[src/rtl/motoro3_deadtime_guard_if.sv]
// Gate request/drive bundle of the 3-phase dead-time guard.
// master = request source (sine generators, control); slave = the guard itself.
interface motoro3_deadtime_guard_if #(
   parameter int unsigned CONF_W = 8
);
   logic              aHpIn, aLpIn, bHpIn, bLpIn, cHpIn, cLpIn;
   logic              gEn, ocFault, faultClr;
   logic              aHo, aLo, bHo, bLo, cHo, cLo;
   logic              faultLatched;
   logic [CONF_W-1:0] m3conflictCnt;

   modport master (
      output aHpIn, aLpIn, bHpIn, bLpIn, cHpIn, cLpIn, gEn, ocFault, faultClr,
      input  aHo, aLo, bHo, bLo, cHo, cLo, faultLatched, m3conflictCnt
   );

   modport slave (
      input  aHpIn, aLpIn, bHpIn, bLpIn, cHpIn, cLpIn, gEn, ocFault, faultClr,
      output aHo, aLo, bHo, bLo, cHo, cLo, faultLatched, m3conflictCnt
   );
endinterface

[src/rtl/motoro3_deadtime_guard.sv]
// 3-phase gate guard: dead-time gap, shoot-through removal, conflict count, enable/over-current kill.
// Define M3_FAULT_LATCH_EN to hold an over-current fault until faultClr.
module motoro3_deadtime_guard #(
   parameter int unsigned DEADTIME = 20,
   parameter int unsigned CNT_W    = 8,
   parameter int unsigned CONF_W   = 8
) (
   input  logic                    clk,
   input  logic                    nRst,
   motoro3_deadtime_guard_if.slave gd
);
   typedef enum logic [1:0] {OFF = 2'd0, H_ON = 2'd1, L_ON = 2'd2} phaseState_t;

   localparam logic [CNT_W-1:0] DT_SAT = CNT_W'(DEADTIME);

   logic [2:0]        hReq, lReq, wantH, wantL, bothReq, prevBoth, bothRise;
   logic [2:0]        hOut, lOut;
   logic [1:0]        riseSum;
   logic [CONF_W:0]   confSum;
   logic [CONF_W-1:0] conflictCnt;
   logic [CNT_W-1:0]  dtCnt [3];
   phaseState_t       state [3];
   phaseState_t       nextState [3];
   logic              faultQ;
   logic              kill;

   assign hReq     = {gd.cHpIn, gd.bHpIn, gd.aHpIn};
   assign lReq     = {gd.cLpIn, gd.bLpIn, gd.aLpIn};
   assign wantH    = hReq & ~lReq;
   assign wantL    = lReq & ~hReq;
   assign bothReq  = hReq & lReq;
   assign bothRise = bothReq & ~prevBoth;

`ifdef M3_FAULT_LATCH_EN
   always_ff @(posedge clk or negedge nRst) begin
      if (!nRst) begin
         faultQ <= 1'b0;
      end else if (gd.ocFault) begin
         faultQ <= 1'b1;
      end else if (gd.faultClr) begin
         faultQ <= 1'b0;
      end
   end

   assign kill = !gd.gEn || faultQ || gd.ocFault;
`else
   logic unusedFaultClr;
   assign unusedFaultClr = gd.faultClr;
   assign faultQ         = 1'b0;
   assign kill           = !gd.gEn || gd.ocFault;
`endif

   always_comb begin
      for (int unsigned i = 0; i < 3; i++) begin
         nextState[i] = state[i];
         case (state[i])
            OFF: begin
               if (!kill && (dtCnt[i] >= DT_SAT)) begin
                  if (wantH[i]) begin
                     nextState[i] = H_ON;
                  end else if (wantL[i]) begin
                     nextState[i] = L_ON;
                  end
               end
            end
            H_ON:    if (kill || !wantH[i]) nextState[i] = OFF;
            L_ON:    if (kill || !wantL[i]) nextState[i] = OFF;
            default: nextState[i] = OFF;
         endcase
      end
   end

   // Counter follows the next state, so the edge a gate falls already counts the first
   // both-low cycle and the next turn-on lands exactly DEADTIME cycles later.
   always_ff @(posedge clk or negedge nRst) begin
      if (!nRst) begin
         for (int unsigned i = 0; i < 3; i++) begin
            state[i] <= OFF;
            dtCnt[i] <= '0;
         end
         hOut <= '0;
         lOut <= '0;
      end else begin
         for (int unsigned i = 0; i < 3; i++) begin
            state[i] <= nextState[i];
            hOut[i]  <= (nextState[i] == H_ON);
            lOut[i]  <= (nextState[i] == L_ON);
            if (nextState[i] != OFF) begin
               dtCnt[i] <= '0;
            end else if (dtCnt[i] < DT_SAT) begin
               dtCnt[i] <= dtCnt[i] + CNT_W'(1);
            end
         end
      end
   end

   assign riseSum = 2'(bothRise[0]) + 2'(bothRise[1]) + 2'(bothRise[2]);
   assign confSum = {1'b0, conflictCnt} + (CONF_W + 1)'(riseSum);

   always_ff @(posedge clk or negedge nRst) begin
      if (!nRst) begin
         prevBoth    <= '0;
         conflictCnt <= '0;
      end else begin
         prevBoth    <= bothReq;
         conflictCnt <= confSum[CONF_W] ? '1 : confSum[CONF_W-1:0];
      end
   end

   assign gd.aHo           = hOut[0];
   assign gd.aLo           = lOut[0];
   assign gd.bHo           = hOut[1];
   assign gd.bLo           = lOut[1];
   assign gd.cHo           = hOut[2];
   assign gd.cLo           = lOut[2];
   assign gd.faultLatched  = faultQ;
   assign gd.m3conflictCnt = conflictCnt;
endmodule
[src/flat_wrapper.sv]
// flat-port wrapper written by rule: the top's interface ports become plain ports
module motoro3_deadtime_guard_flat 
#(
   parameter int unsigned DEADTIME = 20,
   parameter int unsigned CNT_W    = 8,
   parameter int unsigned CONF_W   = 8
)
  (clk, nRst, gd_aHpIn, gd_aLpIn, gd_bHpIn, gd_bLpIn, gd_cHpIn, gd_cLpIn, gd_gEn, gd_ocFault, gd_faultClr, gd_aHo, gd_aLo, gd_bHo, gd_bLo, gd_cHo, gd_cLo, gd_faultLatched, gd_m3conflictCnt);
  motoro3_deadtime_guard_if #(.CONF_W(CONF_W)) gd_i ();
  input  logic clk;
  input  logic nRst;
  input wire logic [$bits(gd_i.aHpIn)-1:0] gd_aHpIn;
  input wire logic [$bits(gd_i.aLpIn)-1:0] gd_aLpIn;
  input wire logic [$bits(gd_i.bHpIn)-1:0] gd_bHpIn;
  input wire logic [$bits(gd_i.bLpIn)-1:0] gd_bLpIn;
  input wire logic [$bits(gd_i.cHpIn)-1:0] gd_cHpIn;
  input wire logic [$bits(gd_i.cLpIn)-1:0] gd_cLpIn;
  input wire logic [$bits(gd_i.gEn)-1:0] gd_gEn;
  input wire logic [$bits(gd_i.ocFault)-1:0] gd_ocFault;
  input wire logic [$bits(gd_i.faultClr)-1:0] gd_faultClr;
  output wire logic [$bits(gd_i.aHo)-1:0] gd_aHo;
  output wire logic [$bits(gd_i.aLo)-1:0] gd_aLo;
  output wire logic [$bits(gd_i.bHo)-1:0] gd_bHo;
  output wire logic [$bits(gd_i.bLo)-1:0] gd_bLo;
  output wire logic [$bits(gd_i.cHo)-1:0] gd_cHo;
  output wire logic [$bits(gd_i.cLo)-1:0] gd_cLo;
  output wire logic [$bits(gd_i.faultLatched)-1:0] gd_faultLatched;
  output wire logic [$bits(gd_i.m3conflictCnt)-1:0] gd_m3conflictCnt;
  assign gd_i.aHpIn = gd_aHpIn;
  assign gd_i.aLpIn = gd_aLpIn;
  assign gd_i.bHpIn = gd_bHpIn;
  assign gd_i.bLpIn = gd_bLpIn;
  assign gd_i.cHpIn = gd_cHpIn;
  assign gd_i.cLpIn = gd_cLpIn;
  assign gd_i.gEn = gd_gEn;
  assign gd_i.ocFault = gd_ocFault;
  assign gd_i.faultClr = gd_faultClr;
  assign gd_aHo = gd_i.aHo;
  assign gd_aLo = gd_i.aLo;
  assign gd_bHo = gd_i.bHo;
  assign gd_bLo = gd_i.bLo;
  assign gd_cHo = gd_i.cHo;
  assign gd_cLo = gd_i.cLo;
  assign gd_faultLatched = gd_i.faultLatched;
  assign gd_m3conflictCnt = gd_i.m3conflictCnt;
  motoro3_deadtime_guard #(.DEADTIME(DEADTIME), .CNT_W(CNT_W), .CONF_W(CONF_W)) u_core (.clk(clk), .nRst(nRst), .gd(gd_i));
endmodule
[config.mk]
export PLATFORM = sky130hd
export DESIGN_NAME = motoro3_deadtime_guard_flat
export DESIGN_NICKNAME = d
export VERILOG_FILES = /design/src/rtl/motoro3_deadtime_guard_if.sv /design/src/rtl/motoro3_deadtime_guard.sv /design/src/flat_wrapper.sv
export SDC_FILE = /design/constraint.sdc
export NUM_CORES = 1
export LEC_CHECK = 0
export ABC_AREA = 1
export CAP_MARGIN = 20
export CORE_UTILIZATION = 40
export CTS_BUF_LIST = sky130_fd_sc_hd__clkbuf_2
export CTS_CLUSTER_DIAMETER = 120
export DETAILED_ROUTE_END_ITERATION = 6
export GPL_TIMING_DRIVEN = 0
export SYNTH_ARGS = -nofsm -noshare
export SYNTH_HDL_FRONTEND = slang
export SYNTH_SLANG_ARGS = --single-unit
[constraint.sdc]
create_clock -name clk -period 2.1 [get_ports clk]
set_clock_uncertainty 0.05 [all_clocks]
set_input_delay 0.21 -clock clk [delete_from_list [all_inputs] [get_ports clk]]
set_output_delay 0.21 -clock clk [all_outputs]
set_load 0.005 [all_outputs]
# ---- Word-level counts from Yosys, hierarchy flattened
# Cells that the tools add are included.
dict set report classes {
  addsub 6
  order_cmp 6
  eq_ne 12
  muxes 25
  bitwise_logic 7
  n_reduce_logical 27
}
# operator count
set ops {}
lappend ops {{$mux 8} 7}
lappend ops {{$mux 2} 15}
lappend ops {{$add 8x1->8 const B} 3}
lappend ops {{$ge 8x5->1 const B} 3}
lappend ops {{$lt 8x5->1 const B} 3}
lappend ops {{$pmux 2 s3} 3}
lappend ops {{$and 3x3->3} 4}
lappend ops {{$eq 2x1->1 const B} 6}
lappend ops {{$eq 2x2->1 const B} 6}
lappend ops {{$reduce_bool 2->1} 6}
lappend ops {{$add 8x2->9} 1}
lappend ops {{$not 3->3} 3}
lappend ops {{$logic_not 1->1} 8}
lappend ops {{$logic_or 1x1->1} 7}
lappend ops {{$logic_not 2->1} 3}
lappend ops {{$logic_and 1x1->1} 3}
lappend ops {{$add 1x1->2} 1}
lappend ops {{$add 2x1->2} 1}
dict set report word_totals {
  register_bits 47
  inputBits 11
  out_inout_bits 15
  wordCells 93
}

# ---- Longest topological paths before layout
dict set report logic_depth {
  depth_word 8
  ltp_mapped 10
  depth_no_buf 10
}

# ---- Worst setup path after synthesis
# Ideal clock, no wire load.
dict set report synth_path {
  path_type {flip-flop to flip-flop}
  startpoint {register u_core.prevBoth[0]}
  endpoint {register u_core.conflictCnt[6] (netlist: u_core.gd.m3conflictCnt[6])}
  setup_ns 0.133
  arrival_ns 2.058
  required_time_ns 1.917
  slack_ns -0.141
  path_stages_with_launch 10
  n_path_buf 0
  synth_period_minus_slack_ns 2.241
  cell_sequence {dfrtp_1 > nor2_1 > fa_1 > ha_1 > fa_1 > nand2_1 > inv_1 > and3_1 > nand2_1 > o21ai_0}
}
dict set report synth_between {
  elab_chain_cells 6
}
# element line
set synth_rtl {}
lappend synth_rtl {{start: declaration} motoro3_deadtime_guard.sv:16} ;# logic [2:0] hReq, lReq, wantH, wantL, bothReq, prevBoth, bothRise;
lappend synth_rtl {{start signal: assignment} motoro3_deadtime_guard.sv:105} ;# prevBoth <= bothReq;
lappend synth_rtl {{$not 3->3} motoro3_deadtime_guard.sv:32} ;# assign bothRise = bothReq & ~prevBoth;
lappend synth_rtl {{$and 3x3->3} motoro3_deadtime_guard.sv:32}
lappend synth_rtl {{$add 1x1->2} motoro3_deadtime_guard.sv:97} ;# assign riseSum = 2'(bothRise[0]) + 2'(bothRise[1]) + 2'(bothRise[2]);
lappend synth_rtl {{$add 2x1->2} motoro3_deadtime_guard.sv:97}
lappend synth_rtl {{$add 8x2->9} motoro3_deadtime_guard.sv:98} ;# assign confSum = {1'b0, conflictCnt} + (CONF_W + 1)'(riseSum);
lappend synth_rtl {{$mux 8} motoro3_deadtime_guard.sv:106} ;# conflictCnt <= confSum[CONF_W] ? '1 : confSum[CONF_W-1:0];
lappend synth_rtl {{end signal: assignment} motoro3_deadtime_guard.sv:106}
lappend synth_rtl {{end: declaration} motoro3_deadtime_guard.sv:20} ;# logic [CONF_W-1:0] conflictCnt;
# Every way passes these cells.
# A chain may end at the register's enable or synchronous reset.

# ---- Final worst setup path
dict set report layout_path {
  startpoint {input port gd_bHpIn}
  endpoint {register u_core.conflictCnt[5] (netlist: u_core.gd.m3conflictCnt[5])}
}
dict set report layout_between {
  elab_chain_cells 6
}
# element line
set layout_rtl {}
lappend layout_rtl {{start: declaration} flat_wrapper.sv:14} ;# input wire logic [$bits(gd_i.bHpIn)-1:0] gd_bHpIn;
lappend layout_rtl {{$and 3x3->3} motoro3_deadtime_guard.sv:31} ;# assign bothReq = hReq & lReq;
lappend layout_rtl {{$and 3x3->3} motoro3_deadtime_guard.sv:32}
lappend layout_rtl {{$add 1x1->2} motoro3_deadtime_guard.sv:97}
lappend layout_rtl {{$add 2x1->2} motoro3_deadtime_guard.sv:97}
lappend layout_rtl {{$add 8x2->9} motoro3_deadtime_guard.sv:98}
lappend layout_rtl {{$mux 8} motoro3_deadtime_guard.sv:106}
# Every way passes these cells.

==> load_flow_metrics.sql <==
INSERT INTO impl_metrics (metric_group, metric, value, unit) VALUES
('synth', 'synth.cell_area', '2258', 'um^2'),
('clocking', 'worst_skew_pair.late_latency', '420', 'ps'),
('global_routing', 'gr-usage-all-layers', '14.51', '%'),
('timing', 'clock.fmax', '462.3', 'MHz'),
('worst_setup_path', 'worstPathArrival', '2450', 'ps'),
('timing', 'maxSlewHeadroom', '65.79', '%'),
('timing', 'post-route-worst-setup-slack', '-63.27', 'ps'),
('final_layout', 'finish.net_count', '313', ''),
('clocking', 'cts.htree.levels', '2', ''),
('global_routing', 'gr-usage-met3', '3.571', '%'),
('global_routing', 'gr-max-usage-layer', 'met2', ''),
('placement', 'dp_slack', '-680.0', 'ps'),
('timing', 'setup_violations', '8', ''),
('drt', 'wirelength', '3.791', 'mm'),
('worst_setup_path', 'worstSetupStartpointType', 'input pin', ''),
('global_routing', 'grt.overflow.total', '0', ''),
('final_layout', 'fillCellCount', '536', ''),
('clocking', 'tritoncts_num_sinks', '47', ''),
('worst_setup_path', 'worstSetupEndpointType', 'flop', ''),
('drt', 'postRouteAntennaNets', '0', ''),
('placement', 'placed_cells_incl_taps', '352', ''),
('placement', 'place_congestion', '0.7362', ''),
('final_layout', 'layout.core_utilization', '51.12', '%'),
('drt', 'post-route-drc-count', '0', ''),
('clocking', 'cts_inserted_buffers', '5', ''),
('drt', 'route.detailed.wl_per_inst', '10.44', 'um'),
('job', 'total_of_max_cap_violations', '0', ''),
('die', 'die_height', '77.14', 'um'),
('synth', 'synth_largest_type_area_fraction', '52.08', '%'),
('global_routing', 'first_global_vias', '1536', ''),
('power_and_ir_drop', 'relative_contribution_of_sequential_cells_to_total_power', '47.2', '%'),
('power_and_ir_drop', 'leakage', '1.470', 'nW'),
('power_and_ir_drop', 'p_clk_share', '12.2', '%'),
('drt', 'route.vias.total', '1608', ''),
('die', 'die_area', '5951', 'um^2'),
('synth', 'synthesis.instances', '258', ''),
('die', 'pin_count', '26', ''),
('worst_setup_path', 'crit_fanout', '7', ''),
('timing', 'min_period', '2163', 'ps'),
('power_and_ir_drop', 'total_power', '2.964', 'mW'),
('die', 'die-width', '77.14', 'um'),
('synth', 'post_synth.cell_area_avg', '8.754', 'um^2'),
('final_layout', 'final-instance-count-excl-fill', '363', ''),
('synth', 'synth_edf_count', '0', ''),
('placement', 'placement.cell_area', '2606', 'um^2'),
('die', 'rows', '26', ''),
('worst_setup_path', 'critical_path_required', '2380', 'ps'),
('run_status', 'violated_checks', 'negative setup slack', ''),
('timing', 'post-route-period-util', '103.0', '%'),
('clocking', 'cts.path.max_buffers', '2', ''),
('timing', 'hold-worst-slack', '183.2', 'ps'),
('timing', 'hold_viol', '0', ''),
('power_and_ir_drop', 'power.combinational.fraction', '40.6', '%'),
('final_layout', 'antennaDiodeCount', '0', ''),
('run_status', 'run_status', 'complete, but fails checks', ''),
('synth', 'sequential_to_total_area_share_from_yosys_stat', '52.08', '%'),
('power_and_ir_drop', 'peakVddDrop', '0.4767', 'mV'),
('worst_setup_path', 'path_class', 'in2reg', ''),
('synth', 'number_of_storage_elements_in_the_synthesis_netlist', '47', ''),
('synth', 'synth_area_leaders', 'dfrtp_1 52%, nand2_1 8.6%, inv_1 6.5%', ''),
('synth', 'synth_async_sr_flop_share', '100.0', '%'),
('synth', 'synth_cell_types', '30', ''),
('power_and_ir_drop', 'net_load_switching_power', '1.154', 'mW'),
('die', 'initial_utilization', '42.85', '%'),
('drt', 'detailedRoute.firstIterationViolations', '42', ''),
('power_and_ir_drop', 'p_int', '1.810', 'mW'),
('die', 'core_area', '5270', 'um^2'),
('global_routing', 'grt_first_pass_wirelength', '6.775', 'mm'),
('final_layout', 'multi_input_area', '917.1', 'um^2'),
('drt', 'detailed_route_vias_per_instance', '4.430', ''),
('final_layout', 'synthToLayoutAreaGrowth', '19.28', '%');
[cells in the final DEF, fill, tap and decap left out, types with 2 or more instances in the layout]
master           instances
a21oi_1                  3
buf_4                    3
clkbuf_2                 6
clkdlybuf4s50_1         21
clkinv_1                 2
dfrtp_1                 47
ha_1                     7
inv_1                   38
inv_2                   15
nand2_1                 50
nand2_2                  6
nand2_4                  3
nand3_1                  8
nand3b_1                 2
nand4_1                  2
nor2_1                  31
nor2_2                  11
o21ai_0                  2
o21ai_1                  3
o21ai_2                  4
o21bai_1                 3
or2_1                    3
xor2_1                   5
[synth_stat cells, types with 2 or more instances]
| cell | instances |
|---|---|
| nand2_1 | 52 |
| dfrtp_1 | 47 |
| inv_1 | 39 |
| nor2_1 | 33 |
| inv_2 | 14 |
| nand3_1 | 9 |
| nor2_2 | 9 |
| ha_1 | 8 |
| nand2_2 | 5 |
| xor2_1 | 5 |
| a21oi_1 | 4 |
| o21ai_0 | 3 |
| o21ai_1 | 3 |
| o21ai_2 | 3 |
| o21bai_1 | 3 |
| or2_1 | 3 |
| fa_1 | 2 |
| nand2_4 | 2 |
| nand3b_1 | 2 |
| nand4_1 | 2 |
[registers in the layout, indices dropped and copies added, names as in the netlist]
name and cells:
u_core.lOut 3, u_core.hOut 3, u_core.gd.m3conflictCnt 8, u_core.dtCnt 24
u_core.prevBoth 3, u_core.state 6
[per-layer routing]
metal	part of all wire, %	vias up	routed length, um
li1	-	835	-
met5	0	-	0
met1	49	750	1856
met2	47	15	1769
met3	2.6	8	97
met4	1.8	0	68
[area by class of cell]
cell class | instances | share of cell area (%)
buffer | 1 | 0.2787
clock buffer | 6 | 1.115
clock inverter | 2 | 0.2787
inverter | 53 | 7.385
multi-input combinational | 157 | 34.05
sequential | 47 | 43.66
tap | 70 | 3.251
timing repair buffer | 27 | 9.986
[power groups by stage]
stage	sequential [mW]	combinational (mW)	clock, mW
5_1_grt	1.44	1.41	0.416
4_1_cts	1.40	1.22	0.383
3_3_place_gp	1.41	1.16	0
6_report	1.40	1.20	0.361
3_5_place_dp	1.42	1.19	0
2_1_floorplan	1.38	0.869	0
[critical path: stages]
cell and delay (ps):
clkdlybuf4s50_1 510, nand2_1 100, nor2_2 140, fa_1 440, ha_2 200, fa_2 350
nand2_2 90, inv_2 40, and3_4 190, nand2_4 90, nand3_2 80
[cells by family (layout without fill, tap and decap cells)]
logic type | count (synthesis) | after routing | synth area share (%)
DFF | 47 | 47 | 52.08
and+or+nand+nor | 123 | 123 | 25.37
adders and majority gates | 10 | 10 | 6.205
buffers and inverters | 54 | 89 | 9.141
other | 1 | 1 | 0.1660
xor gates and xnor gates | 5 | 5 | 1.939
AOI/OAI and AO/OA | 18 | 18 | 5.097
[final timing paths]
check / to / slack [ps] / cells after the start / startpoint
setup reg to reg: u_core.gd.m3conflictCnt[5] / -30 / 9 / u_core.prevBoth[0]
max in group asynchronous: u_core.state[1] / 1280 / 3 / nRst
hold / removal: u_core.prevBoth[1] / 180 / 3 / gd_bLpIn
setup / recovery: u_core.gd.m3conflictCnt[5] / -60 / 11 / gd_bHpIn
min in group asynchronous: u_core.lOut[1] / 210 / 2 / nRst
hold reg to reg: u_core.dtCnt[15] / 460 / 2 / u_core.dtCnt[15]
[timing repair]
item	CTS	global route
gates resized for setup	7	3
setup buffers	2	0
pin swaps	5	3
setup endpoints to repair	8	8
hold endpoints to repair	21	0
hold buffers	1	0
Note: power is estimated with default switching activity, not from simulation.
